[src/rtl/data_mem_stage.sv]
// data_mem_stage: memory-stage bus controller between the E->M and M->WB registers.
// Runs one req/ack transaction per load/store on a variable-latency data bus and
// raises stallM to freeze the upstream pipeline until the access completes.
// Optional feature: define DMEM_TIMEOUT_EN to abort BUSY after TIMEOUT cycles
// without ack (sticky mem_err, reads return 32'hDEADBEEF). Without it BUSY waits
// indefinitely and mem_err stays 0.
module data_mem_stage #(
    parameter int ADDR_W  = 32,
    parameter int DATA_W  = 32,
    parameter int TIMEOUT = 64
) (
    input  logic              clk,
    input  logic              reset,
    input  logic              MemReadM,
    input  logic              MemWriteM,
    input  logic [ADDR_W-1:0] ALUOutM,
    input  logic [DATA_W-1:0] WriteData,
    output logic [DATA_W-1:0] ReadData,
    output logic              stallM,
    output logic              bus_req,
    output logic              bus_we,
    output logic [ADDR_W-1:0] bus_addr,
    output logic [DATA_W-1:0] bus_wdata,
    input  logic              bus_ack,
    input  logic [DATA_W-1:0] bus_rdata,
    output logic              mem_err
);

    typedef enum logic [1:0] {
        ST_IDLE = 2'd0,
        ST_BUSY = 2'd1,
        ST_DONE = 2'd2
    } state_t;

    state_t            state_r;
    logic              access_s;
    logic              bus_req_r;
    logic              bus_we_r;
    logic [ADDR_W-1:0] bus_addr_r;
    logic [DATA_W-1:0] bus_wdata_r;
    logic [DATA_W-1:0] read_data_r;
    logic              mem_err_r;
    logic              stall_s;

    // Byte offset bits are irrelevant: only whole words are accessed.
    logic unused_addr_lsb_s;
    assign unused_addr_lsb_s = ^ALUOutM[1:0];

`ifdef DMEM_TIMEOUT_EN
    localparam int CNT_W = ($clog2(TIMEOUT + 1) > 8) ? $clog2(TIMEOUT + 1) : 8;
    localparam logic [CNT_W-1:0] TO_LAST = CNT_W'(TIMEOUT - 1);
    logic [CNT_W-1:0] wait_cnt_r;
`else
    logic unused_timeout_s;
    assign unused_timeout_s = (TIMEOUT == 0);
`endif

    // Simultaneous read and write requests are treated as a write.
    assign access_s = MemReadM | MemWriteM;

    // Stall upstream while an access is being launched or is outstanding.
    always_comb begin
        stall_s = 1'b0;
        case (state_r)
            ST_IDLE: stall_s = access_s;
            ST_BUSY: stall_s = 1'b1;
            ST_DONE: stall_s = 1'b0;
            default: stall_s = 1'b0;
        endcase
    end

    // Transaction FSM with registered bus outputs and load result.
    always_ff @(posedge clk or negedge reset) begin
        if (!reset) begin
            state_r     <= ST_IDLE;
            bus_req_r   <= 1'b0;
            bus_we_r    <= 1'b0;
            bus_addr_r  <= {ADDR_W{1'b0}};
            bus_wdata_r <= {DATA_W{1'b0}};
            read_data_r <= {DATA_W{1'b0}};
            mem_err_r   <= 1'b0;
`ifdef DMEM_TIMEOUT_EN
            wait_cnt_r  <= {CNT_W{1'b0}};
`endif
        end else begin
            case (state_r)
                ST_IDLE: begin
                    if (access_s) begin
                        bus_addr_r  <= {ALUOutM[ADDR_W-1:2], 2'b00};
                        bus_wdata_r <= WriteData;
                        bus_we_r    <= MemWriteM;
                        bus_req_r   <= 1'b1;
                        state_r     <= ST_BUSY;
`ifdef DMEM_TIMEOUT_EN
                        wait_cnt_r  <= {CNT_W{1'b0}};
`endif
                    end else begin
                        state_r <= ST_IDLE;
                    end
                end
                ST_BUSY: begin
                    if (bus_ack) begin
                        // An ack on the timeout edge still completes normally.
                        if (!bus_we_r) begin
                            read_data_r <= bus_rdata;
                        end else begin
                            read_data_r <= read_data_r;
                        end
                        bus_req_r <= 1'b0;
                        state_r   <= ST_DONE;
`ifdef DMEM_TIMEOUT_EN
                    end else if (wait_cnt_r == TO_LAST) begin
                        if (!bus_we_r) begin
                            read_data_r <= DATA_W'(32'hDEAD_BEEF);
                        end else begin
                            read_data_r <= read_data_r;
                        end
                        bus_req_r <= 1'b0;
                        mem_err_r <= 1'b1;
                        state_r   <= ST_DONE;
                    end else begin
                        wait_cnt_r <= wait_cnt_r + CNT_W'(1);
                        state_r    <= ST_BUSY;
                    end
`else
                    end else begin
                        state_r <= ST_BUSY;
                    end
`endif
                end
                ST_DONE: begin
                    state_r <= ST_IDLE;
                end
                default: begin
                    bus_req_r <= 1'b0;
                    state_r   <= ST_IDLE;
                end
            endcase
        end
    end

    assign stallM    = stall_s;
    assign bus_req   = bus_req_r;
    assign bus_we    = bus_we_r;
    assign bus_addr  = bus_addr_r;
    assign bus_wdata = bus_wdata_r;
    assign ReadData  = read_data_r;
    assign mem_err   = mem_err_r;

endmodule

[config.mk]
export PLATFORM = sky130hd
export DESIGN_NAME = data_mem_stage
export DESIGN_NICKNAME = d
export VERILOG_FILES = /design/src/rtl/data_mem_stage.sv
export SDC_FILE = /design/constraint.sdc
export NUM_CORES = 1
export LEC_CHECK = 0
export CORE_UTILIZATION = 43
export DETAILED_ROUTE_END_ITERATION = 6
export GPL_TIMING_DRIVEN = 1
export PLACE_DENSITY = 0.91
export SLEW_MARGIN = 15
export SYNTH_ARGS = -nofsm -noshare
export SYNTH_HDL_FRONTEND = slang
export SYNTH_SLANG_ARGS = --single-unit
[constraint.sdc]
create_clock -name clk -period 4.3 [get_ports clk]
set_clock_uncertainty 0.1 [all_clocks]
set_input_delay 0.86 -clock clk [delete_from_list [all_inputs] [get_ports clk]]
set_output_delay 0.86 -clock clk [all_outputs]
set_load 0.005 [all_outputs]
==> results of run 1 <==
[worst max-delay path, stage by stage]
cell and delay [ns]:
sky130_fd_sc_hd__clkdlybuf4s50_1 0.46, sky130_fd_sc_hd__nor3_1 0.26, sky130_fd_sc_hd__nor2_1 0.07, sky130_fd_sc_hd__clkdlybuf4s50_1 0.46
[power by group]
part           internal (mW)  switching (mW)  leakage (nW)
logic                   1.40           0.516          1.41
registers               1.38           0.273          1.15
clock network          0.212           0.310        0.0827
[stage by stage]
stage / cell area, um2 / setup slack (ns)
final: 6130 / 1.24
after global routing: 6130 / 1.20
after CTS: 6130 / 1.23
after detailed placement: 5960 / 1.22
after global placement: 5960 / 1.23
after floorplan: 3940 / 2.21
[cell families after synthesis]
logic type             after synthesis  synth area share [%]
other                                1                0.0954
DFF                                 98                  62.4
and+or+nand+nor                     10                  1.30
muxes                               94                  32.5
AOI/OAI and AO/OA                    3                 0.636
buffers and inverters               13                  3.05
[sequential cells by signal (all words and copies together) (netlist names)]
name and cells:
ReadData 32, bus_addr 30, bus_we 1, bus_req 1, bus_wdata 32, state_r 2
[metal layers]
metal	part of all wire (%)	vias up	GRT usage (%)
met5	0	-	0
met4	1.1	0	5.24
met3	8.7	9	6.19
met2	51	128	34.0
met1	40	1249	24.5
li1	-	1151	-
[how the worst max path moves through the flow]
| stage | startpoint | end | slack, ns | cells past startpoint |
|---|---|---|---|---|
| 6_report | MemWriteM | stallM | 1.24 | 4 |
| 5_1_grt | MemWriteM | stallM | 1.20 | 4 |
| 4_1_cts | MemWriteM | stallM | 1.23 | 4 |
| 3_5_place_dp | MemWriteM | stallM | 1.22 | 4 |
| 3_3_place_gp | MemWriteM | stallM | 1.23 | 4 |
| 2_1_floorplan | MemWriteM | stallM | 2.21 | 2 |
[area by class of cell]
cell class	count	area, um2	share of cell area, %
well taps	108	135	2.20
repair buffers	199	1990	32.5
flip-flops and latches	98	2450	40.0
clock inverters	6	42.5	0.694
multi-input cells	110	1380	22.5
clock buffers	10	128	2.08
[layout by cell type, fill, tap and decap left out, types with 2 or more instances in the layout]
cell type,n
sky130_fd_sc_hd__buf_4,4
sky130_fd_sc_hd__mux2_4,59
sky130_fd_sc_hd__nor2_1,4
sky130_fd_sc_hd__clkinv_2,2
sky130_fd_sc_hd__clkinvlp_4,2
sky130_fd_sc_hd__mux2_2,33
sky130_fd_sc_hd__clkbuf_8,9
sky130_fd_sc_hd__nand2_1,2
sky130_fd_sc_hd__conb_1,3
sky130_fd_sc_hd__dfrtp_1,98
sky130_fd_sc_hd__clkdlybuf4s50_1,194
sky130_fd_sc_hd__mux2_1,2
==> flow_summary.json, run 1 <==
{
  "number_of_synthesized_flops_with_an_enable_pin": 0,
  "fp.dieArea_mm2": 0.00953,
  "regToRegStartpoint": "state_r[1]",
  "ant_nets": 0,
  "drt_drc_violations_left": 32,
  "rr_worst_depth": 4,
  "setup.worst_path.start_class": "primary input",
  "clock_sinks": 98,
  "syn-cell-area_mm2": 0.00393,
  "post_cts.repair.setup_buffers": 0,
  "sequential_element_share_of_the_synthesized_area_pct": 62.4,
  "fin_crit_ns": 3.06,
  "ys_top_cells_by_area": "sky130_fd_sc_hd__dfrtp_1 (62%), sky130_fd_sc_hd__mux2_4 (23%), sky130_fd_sc_hd__mux2_2 (9.4%), sky130_fd_sc_hd__buf_6 (1.7%), sky130_fd_sc_hd__buf_4 (1.3%)",
  "row_count": 34,
  "dominantRegCellSynth": "sky130_fd_sc_hd__dfrtp_1",
  "synth.top_cells.by_count": "sky130_fd_sc_hd__dfrtp_1 (98), sky130_fd_sc_hd__mux2_4 (59), sky130_fd_sc_hd__mux2_2 (33), sky130_fd_sc_hd__buf_4 (7), sky130_fd_sc_hd__buf_6 (6)",
  "clockBufferDepth": 2,
  "layoutNonFillerInstCount": 531,
  "post-dp-hpwl_mm": 6.64,
  "worstSetupEndpointType": "output port",
  "cts-resized-gates": 0,
  "required_ns": 3.34,
  "post-route-util_pct": 69.6,
  "timing.critical_path.fanout_max": 3,
  "tightest_slew_ns": 0.765,
  "first_pass_grt_wire_length_mm": 14.8,
  "path_class": "primary input to output port",
  "antenna_cells_inserted": 0,
  "slew_violations": 0,
  "chipHeight_um": 97.6,
  "timing.rr.end": "bus_addr[12]",
  "synth_cell_type_count": 16,
  "cts.clk_slew.worst_paths_ns": 0.10,
  "netlist_instances": 219,
  "power.density_cell_area_mw_per_mm2": 667,
  "critical_path_arrival_ns": 2.10,
  "setup-violations-final": 0,
  "vias_per_cell": 4.78,
  "area_growth_pct": 55.9,
  "synth_area_per_cell_um2": 18.0,
  "cts_tree": "yes",
  "worstSkewPairLatency_ns": 0.35,
  "detailedRoute.firstPassIterationCount": 7,
  "post_route_cells_drive_above_1_share_pct": 27.0,
  "synth.top_cell.area_share_pct": 62.4,
  "overall_global_routing_usage_pct": 19.9,
  "route.detailed.wl_per_inst_um": 16.9,
  "detailroute.via_count": 2537,
  "die-width_um": 97.6,
  "hold_viol": 0,
  "hp-class": "primary input to async pin",
  "globalRouteOverflowTotal": 0,
  "run_status": "complete, but fails checks",
  "synth_area_leader_cell": "sky130_fd_sc_hd__dfrtp_1",
  "fillCellCount": 620,
  "setup.reg_to_reg.worst_slack_ns": 2.05,
  "fmax_ghz": 0.326,
  "placement.io_buffers": 195,
  "pin_count_of_the_biggest_net_entering_global_routing": 41,
  "pin_count": 201,
  "fin_setup_tns_ns": 0,
  "p_leak_nw": 2.64,
  "max_slew_margin_pct": 49.0,
  "grt_antenna_before_repair": 0,
  "violations_in_the_final_reports": "DRC",
  "drt-initial-drc-count": 60,
  "synthMostInstantiatedCell": "sky130_fd_sc_hd__dfrtp_1",
  "number_of_nets_at_the_end_of_the_flow": 519,
  "place_inst": 515,
  "final_min_period_over_clock_period_pct": 71.3,
  "rsz0062_at_grt": "no",
  "htree_levels": 3,
  "tritoncts.num_buffers": 9,
  "synth-seq-cells": 98,
  "vias_in_the_first_global_route": 2835,
  "synthArstFlopShare_pct": 100,
  "clk_root_buffer_cell": "sky130_fd_sc_hd__clkbuf_8",
  "gp_congestion": 0.694,
  "synth.yosys.warnings": 1,
  "totalWireLength_mm": 8.97,
  "core_mm2": 0.00881,
  "power.total_mw": 4.09,
  "post_cts_hold_buffer_count": 0,
  "max-vdd-ir-drop_mv": 0.362,
  "fin_worst_hold_slack_ns": 0.312,
  "max-cap-violations": 0,
  "initial_utilization_pct": 44.7
}
(Power assumes the default switching activity.)
==> run 2, diff against run 1 <==
Settings changed: CORE_UTILIZATION 43 to 36, PLACE_DENSITY 0.91 to 0.82.
Clock period 4.3 ns to 2.65 ns, I/O delays scaled along.
==> run 2 against run 1 <==
Compared with the run above:
- the flow now finishes without violations
- largest cell class unchanged
- register-to-register slack worse by 1.3 ns
- worst hold slack worse by 0.24 ns
- sequential power up 61%
- flip-flop and latch count unchanged
- setup slack worse by 1.0 ns
- total power up 66%
- combinational power up 63%
- cell count up 5.5%
- largest power group unchanged
==> flow_summary.json, run 2 (synthesized netlist as in run 1, its figures left out) <==
{
  "power.internal_mw": 5.01,
  "met3_length_um": 844,
  "first_pass_grt_wire_length_mm": 14.0,
  "htree_levels": 3,
  "seq_power_share_pct": 39.3,
  "clockBufferDepth": 2,
  "regToRegStartpoint": "state_r[1]",
  "post_cts_hold_buffer_count": 0,
  "tritoncts.num_buffers": 9,
  "vias_in_the_first_global_route": 2821,
  "vias_per_cell": 4.54,
  "post_route_cells_drive_above_1_share_pct": 27.4,
  "tightest_slew_ns": 0.608,
  "worstSetupEndpointType": "output port",
  "run_status": "finished, final reports clean",
  "core_mm2": 0.0105,
  "power.density_cell_area_mw_per_mm2": 1090,
  "max-vdd-ir-drop_mv": 0.510,
  "totalWireLength_mm": 8.83,
  "p_leak_nw": 2.68,
  "detailedRoute.firstPassIterationCount": 3,
  "worstSkewPairLatency_ns": 0.35,
  "mostFrequentLayoutCells": "sky130_fd_sc_hd__clkdlybuf4s50_1 (194), sky130_fd_sc_hd__dfrtp_1 (98), sky130_fd_sc_hd__mux2_4 (59), sky130_fd_sc_hd__mux2_2 (33), sky130_fd_sc_hd__clkbuf_8 (11)",
  "rsz0062_at_grt": "no",
  "dp_slack_ns": 0.206,
  "post-dp-hpwl_mm": 6.55,
  "globalRouteOverflowTotal": 0,
  "row_count": 37,
  "max-cap-violations": 0,
  "post-route-util_pct": 59.7,
  "drt_drc_violations_left": 0,
  "path_class": "primary input to output port",
  "power_frac_clock_pct": 14.9,
  "drt-initial-drc-count": 56,
  "critical_path_cell_with_the_highest_stage_delay": "sky130_fd_sc_hd__clkdlybuf4s50_1",
  "fin_worst_hold_slack_ns": 0.0766,
  "number_of_nets_at_the_end_of_the_flow": 520,
  "fmax_ghz": 0.411,
  "met2WireLength_mm": 4.25,
  "timing.critical_path.fanout_max": 3,
  "setup-violations-final": 0,
  "fin_setup_tns_ns": 0,
  "clock_sinks": 98,
  "cp.buffers_inverters": 2,
  "detailroute.via_count": 2544,
  "route.detailed.wl_per_inst_um": 15.8,
  "comb_power_share_pct": 45.9,
  "post_cts.repair.setup_buffers": 0,
  "pin_count_of_the_biggest_net_entering_global_routing": 52,
  "cts.clk_slew.worst_paths_ns": 0.10,
  "pin_count": 201,
  "power.total_mw": 6.78,
  "crit_family": "buffers and inverters",
  "timing.critical_path.mode_cell": "sky130_fd_sc_hd__clkdlybuf4s50_1",
  "placement.io_buffers": 195,
  "path_cells": "clkdlybuf4s50_1, nor3_1, nor2_1, clkdlybuf4s50_1",
  "initial_utilization_pct": 37.6,
  "fin_crit_ns": 2.43,
  "area_growth_pct": 58.7,
  "critical_path.startpoint": "MemWriteM",
  "ant_nets": 0,
  "clk_root_buffer_cell": "sky130_fd_sc_hd__clkbuf_8",
  "most_common_cell_after_layout_fill_and_taps_aside": "sky130_fd_sc_hd__clkdlybuf4s50_1",
  "hold_viol": 0,
  "setup.worst_path.start_class": "primary input",
  "die-width_um": 107,
  "timing.final.ws_setup_ns": 0.219,
  "max_slew_margin_pct": 59.4,
  "routed.top_layer": "met4",
  "gp_congestion": 0.705,
  "final_min_period_over_clock_period_pct": 91.7,
  "routedLengthMet1_mm": 3.58,
  "cts-resized-gates": 0,
  "fp.dieArea_mm2": 0.0113,
  "grt_antenna_before_repair": 0,
  "required_ns": 2.02,
  "cts_tree": "yes",
  "power_switching_share_pct": 26.1,
  "antenna_cells_inserted": 0,
  "slew_violations": 0,
  "hp-class": "primary input to async pin",
  "fillCellCount": 806,
  "critical_path_arrival_ns": 1.80,
  "chipHeight_um": 107,
  "p_sw_mw": 1.77,
  "timing.critical_path.slowest_cell_delay_ns": 0.46,
  "overall_global_routing_usage_pct": 16.1
}
## run 2: changes by cell type in the layout (fill, tap and decap cells not counted)
cell / delta
sky130_fd_sc_hd__buf_12: +2
sky130_fd_sc_hd__buf_4: -1
sky130_fd_sc_hd__bufinv_16: +1
sky130_fd_sc_hd__clkbuf_1: -1
sky130_fd_sc_hd__clkbuf_8: +2
sky130_fd_sc_hd__clkinv_2: -2
sky130_fd_sc_hd__clkinv_4: +1
sky130_fd_sc_hd__inv_6: -1
## run 2: worst reg2reg max path: cells and delay by family (launching register included)
family          cells  cell delay [ns]
compound gates      1             0.37
buf+inv             1             0.28
mux                 1             0.34
flops               1             0.46
simple gates        1             0.25
## run 2: worst paths after layout
kind                                end  slack (ns)  cells after the start
setup / recovery                 stallM        0.22                      4
hold / removal             ReadData[15]        0.08                      1
setup reg to reg           bus_addr[15]        0.74                      4
hold reg to reg             ReadData[5]        0.40                      1
max in group asynchronous  bus_wdata[7]        1.67                      2
min in group clk            ReadData[5]        0.40                      1
## run 2: layout make-up
cell class	instances	area [um2]	share of cell area, %
clock buffer	11	151	2.43
multi-input combinational	110	1380	22.1
clock inverter	5	62.6	1.00
sequential	98	2450	39.3
tap	136	170	2.73
timing repair buffer	200	2020	32.4
## run 2: power groups by stage
| stage | clock, mW | combinational (mW) | sequential (mW) |
|---|---|---|---|
| finish | 1.01 | 3.11 | 2.66 |
| global route | 1.12 | 3.32 | 2.76 |
| CTS | 1.05 | 3.16 | 2.67 |
| detailed placement | 0 | 3.15 | 2.67 |
| global placement | 0 | 3.09 | 2.66 |
| floorplan | 0 | 1.24 | 2.70 |
## run 2: routing by layer
metal | track usage, % | vias up
li1 | - | 1152
met1 | 19.1 | 1244
met2 | 27.1 | 137
met3 | 5.21 | 11
met4 | 6.26 | 0
met5 | 0 | -
## run 2: through the flow
stage	cell area, um2	std cells
after detailed placement	6030	544
after CTS	6240	560
final	6240	560
after global placement	6030	544
after global routing	6240	560
after floorplan	3940	221
